File: src/rtl/xadc_drp_responder.sv
// DRP slave emulating the XADC register file: status registers are fed from a
// sample stream, config registers are read/write over DRP with fixed latency.
module xadc_drp_responder #(
  parameter int          READ_LATENCY = 4,
  parameter logic [15:0] CFG_RESET    = 16'h0000
) (
  input  logic        clk,
  input  logic        reset,
  input  logic [6:0]  daddr,
  input  logic        den,
  input  logic        dwe,
  input  logic [15:0] di,
  output logic [15:0] dout,
  output logic        drdy,
  output logic        busy,
  input  logic        sample_valid,
  input  logic [4:0]  sample_ch,
  input  logic [15:0] sample_data,
  output logic        eoc,
  output logic [4:0]  channel,
  output logic        proto_err
);

  typedef enum logic [1:0] {
    ST_IDLE = 2'd0,
    ST_WAIT = 2'd1,
    ST_RESP = 2'd2
  } state_t;

  localparam logic [3:0] CNT_INIT   = 4'(READ_LATENCY - 1);
  localparam bit         SKIP_WAIT  = (READ_LATENCY <= 1);

  state_t      state;
  state_t      state_next;
  logic [3:0]  cnt;
  logic [3:0]  cnt_next;
  logic        accept;
  logic        is_write;
  logic [15:0] rdata;
  logic [15:0] rd_value;
  logic [15:0] status_q [32];
  logic [15:0] cfg_q    [64];

  always_ff @(posedge clk or negedge reset) begin
    if (!reset) begin
      state <= ST_IDLE;
      cnt   <= 4'd0;
    end else begin
      state <= state_next;
      cnt   <= cnt_next;
    end
  end

  // cnt holds the number of WAIT cycles still to run, including the current one
  always_comb begin
    state_next = state;
    cnt_next   = cnt;
    accept     = 1'b0;
    busy       = 1'b0;
    drdy       = 1'b0;
    case (state)
      ST_IDLE: begin
        if (den) begin
          accept     = 1'b1;
          cnt_next   = CNT_INIT;
          state_next = SKIP_WAIT ? ST_RESP : ST_WAIT;
        end
      end
      ST_WAIT: begin
        busy = 1'b1;
        if (cnt <= 4'd1) begin
          state_next = ST_RESP;
        end else begin
          cnt_next = cnt - 4'd1;
        end
      end
      ST_RESP: begin
        busy       = 1'b1;
        drdy       = 1'b1;
        state_next = ST_IDLE;
      end
      default: begin
        state_next = ST_IDLE;
      end
    endcase
  end

  always_comb begin
    rd_value = 16'h0000;
    if (daddr[6]) begin
      rd_value = cfg_q[daddr[5:0]];
    end else if (!daddr[5]) begin
      rd_value = status_q[daddr[4:0]];
    end
  end

  assign dout = (drdy && !is_write) ? rdata : 16'h0000;

  // rdata is captured from the pre-edge register contents, so a sample landing
  // on the same edge is not visible to this read
  always_ff @(posedge clk or negedge reset) begin
    if (!reset) begin
      rdata     <= 16'h0000;
      is_write  <= 1'b0;
      proto_err <= 1'b0;
    end else begin
      if (accept) begin
        rdata    <= dwe ? 16'h0000 : rd_value;
        is_write <= dwe;
      end
      if (den && (state != ST_IDLE)) begin
        proto_err <= 1'b1;
      end
    end
  end

  always_ff @(posedge clk or negedge reset) begin
    if (!reset) begin
      eoc     <= 1'b0;
      channel <= 5'd0;
    end else begin
      eoc <= sample_valid;
      if (sample_valid) begin
        channel <= sample_ch;
      end
    end
  end

  always_ff @(posedge clk or negedge reset) begin
    if (!reset) begin
      for (int i = 0; i < 32; i++) begin
        status_q[i] <= 16'h0000;
      end
    end else if (sample_valid) begin
      status_q[sample_ch] <= sample_data;
    end
  end

  always_ff @(posedge clk or negedge reset) begin
    if (!reset) begin
      for (int i = 0; i < 64; i++) begin
        cfg_q[i] <= CFG_RESET;
      end
    end else if (accept && dwe && daddr[6]) begin
      cfg_q[daddr[5:0]] <= di;
    end
  end

endmodule

File: config.mk
export PLATFORM = sky130hd
export DESIGN_NAME = xadc_drp_responder
export DESIGN_NICKNAME = d
export VERILOG_FILES = /design/src/rtl/xadc_drp_responder.sv
export SDC_FILE = /design/constraint.sdc
export NUM_CORES = 2
export LEC_CHECK = 0
export ABC_CLOCK_PERIOD_IN_PS = 2950
export CAP_MARGIN = 20
export CORE_MARGIN = 2
export CORE_UTILIZATION = 40
export DETAILED_ROUTE_END_ITERATION = 6
export DONT_BUFFER_PORTS = 1
export GPL_TIMING_DRIVEN = 0
export MAX_ROUTING_LAYER = met4
export PLACE_DENSITY = 0.53
export SYNTH_ARGS = -nofsm -noshare
export SYNTH_HDL_FRONTEND = slang
export SYNTH_SLANG_ARGS = --single-unit
File: constraint.sdc
create_clock -name clk -period 2.95 [get_ports clk]
set_input_delay 0.59 -clock clk [delete_from_list [all_inputs] [get_ports clk]]
set_output_delay 0.59 -clock clk [all_outputs]
set_load 0.02 [all_outputs]
==> metrics.cfg <==
[yosys]
syn_nets=5162
synth_fa_ha_area_frac=0.001035
synth_mux_area_frac=0.3225
yosys.area.top_type=dfrtp_1
postSynthAreaPerCell_um2=14.20
synth_top_family_by_area=multiplexers
synth.most_common_cell=dfrtp_1
ys_ff_latch=1566
synth_top_area_frac=0.5402
synth-compound-area-share=0.06944
synthArstFlopShare=1.000
yosysWarningCount=0
synth_xor_area_frac=0.0001207
synthSimpleGateAreaFrac=0.03296
synth.yosys.seq_area_share=0.5402
synth_area_um2=72540
ys_top_cells_by_count=1566 x dfrtp_1, 1505 x mux2_2, 265 x clkbuf_1
synth_ff_type=dfrtp_1
synth_edf_count=0
synthCells=5107
yosysUniqueCellTypes=76
netlist_top_cells_area=dfrtp_1 54%, mux2_2 23%, mux4_2 4.0%, mux2i_1 2.3%, mux2_1 2.2%

[clocking]
htree_num_levels=4
clk_pin_slew_ps=60
root_buffer=clkbuf_16
cts_tree=yes
cts_buffer_depth=3
cts-buffers-inserted=177
cts_sinks=1566
clk_latency_ps=870

[outcome]
outcome=finished with violations
violations=negative hold slack, negative setup slack

[grt]
track_usage=0.4023
grt_pass1_wl_mm=480.9
grt_max_degree=251
grt.overflow.total=0
antenna_found_initial=47
grt_pass1_vias=50840

[min_path]
hold_class=in2async

[worst_setup_path]
cp.required_ps=3700
worstSetupStartpoint=daddr[2]
r2r_slack_ps=-180
crit_fanout=10
r2r-end=rdata[3]
crit_type=in2reg
cp.arrival_ps=3960
rr_startpoint=state[1]
crit_path_end_kind=flip-flop
crit_path_start_kind=input pin
crit_end=rdata[3]
ff2ff_path_depth=9

[floorplanning]
die_h_um=429.9
die_w_um=429.9
num_rows=156
dieArea_um2=184800
ios=74
core_area_um2=180500
start_util=0.4018

[drt]
dr.pass1.iters=6
drtAntennaViolNets=0
wl_mm=364.2
wl_met1_mm=143.7
wl_met2_mm=153.4
vias=52630
drtIter0Drc=7902
top_layer_used=met4
drc=0
wl_met3_mm=39.23
vias_per_cell=6.639
drt-wirelength-per-cell_um=45.94

[placed_design]
dp.cells=7530
dp_hpwl_mm=248.1
routabilityCongestion=1.053
port_buffers=0

[sta]
setup_ws_ps=-259.2
min_period_ps=3209
hold_viol_final=15
timing_worst_slew_pin_value_ps=1413
min_period_over_period=1.088
hold_ws_ps=-58.40
finalSetupViolations=22
tns_ps=-1689
fmaxAchievable_mhz=311.6
skew_ps=44.07
relSlewSlack=0.05825
drv_slew=0
rsz0062_at_grt=yes

[run]
drv_cap=0

[pwr]
power_mw=55.48
vdd_drop_max_v=0.0004586
cellPowerDensity_nw_per_um2=658.8
leakagePower_nw=39.51

[final_layout]
area_growth_pct=16.09
final_cells=7928
drive_gt1_frac=0.4383
nets=5446

## metal layers
| metal | up-vias | GRT usage |
|---|---|---|
| met5 | - | - |
| met4 | 0 | 0.2444 |
| met3 | 1007 | 0.1144 |
| met2 | 3477 | 0.5601 |
| met1 | 28440 | 0.5181 |
| li1 | 19710 | - |
## timing repair
| action | CTS | global route |
|---|---|---|
| setup buffers | 22 | 6 |
| gates resized for setup | 291 | 53 |
| setup endpoints to repair | 1057 | 469 |
| hold endpoints to repair | 292 | 85 |
| cloned | 1 | 1 |
| hold buffers | 23 | 2 |
| pin swaps | 23 | 8 |
## sequential cells by signal, summed over array words and instances, names as in the netlist
name	count
is_write	1
eoc	1
cfg_q	1024
state	2
channel	5
status_q	512
cnt	4
rdata	16
proto_err	1
## worst max-delay path, stage by stage
cell     delay (ps)
buf_2           260
buf_4           300
nor2b_2         510
buf_6           350
buf_6           370
a22oi_1         200
a31oi_4         340
nand4_1         540
o211a_1         430
## how the worst min path moves through the flow
stage	start	to	slack [ps]
after floorplan	reset	cfg_q[0]	290
after global placement	cfg_q[919]	cfg_q[919]	460
after detailed placement	reset	cfg_q[113]	300
after CTS	den	state[1]	4
after global routing	den	state[1]	40
final	reset	cfg_q[209]	-60
## report_power, final
part / leakage, nW / switching [mW] / internal, mW
sequential: 21.2 / 1.19 / 23.6
combinational: 15.5 / 4.96 / 3.14
clock: 2.85 / 9.68 / 12.9
## stage by stage
step           area, µm²    util  setup slack (ps)
3_5_place_dp       76610  0.4243             -2501
2_1_floorplan      72540       -             389.0
6_report           84210  0.4664            -259.2
4_1_cts            83840  0.4643            -103.9
3_3_place_gp       75500  0.4182             -4055
5_1_grt            84190  0.4663            -42.58
## placed cells by master, fill, tap and decap left out, types with 13 or more instances in the layout
master and instances:
mux2_2 1505, a22o_1 25, buf_16 18, mux2i_1 155
nand2_1 103, mux2_4 20, nand2_2 20, a31oi_1 16
o22a_1 17, nor2_4 30, a21oi_1 63, dfrtp_1 1566
nor2_8 24, nand3_1 21, buf_8 45, clkbuf_8 53
nor2_1 81, mux2_1 140, buf_12 20, buf_1 17
mux4_2 129, o21ai_0 69, a221oi_1 151, clkbuf_1 254
a221o_1 26, clkinv_2 21, clkbuf_2 37, clkbuf_4 19
buf_2 50, o22ai_1 77, dlygate4sd3_1 22, a22oi_1 124
buf_6 62, clkbuf_16 182, diode_2 32, buf_4 91
o221ai_1 13
## cell families after synthesis
| group | after synthesis |
|---|---|
| fa+ha+maj | 6 |
| xor+xnor | 1 |
| buf+inv | 501 |
| mux | 1960 |
| flops | 1566 |
| compound gates | 677 |
| simple gates | 396 |
## final cells by class
class	instances	area [µm²]
timing repair buffer	110	1647
clock inverter	38	426.7
buffer	486	3092
tap	2370	2965
inverter	10	40.04
sequential	1566	39190
multi-input combinational	3040	31440
fill	16020	96330
antenna	32	80.08
clock buffer	276	5335
(Power assumes the default switching activity.)
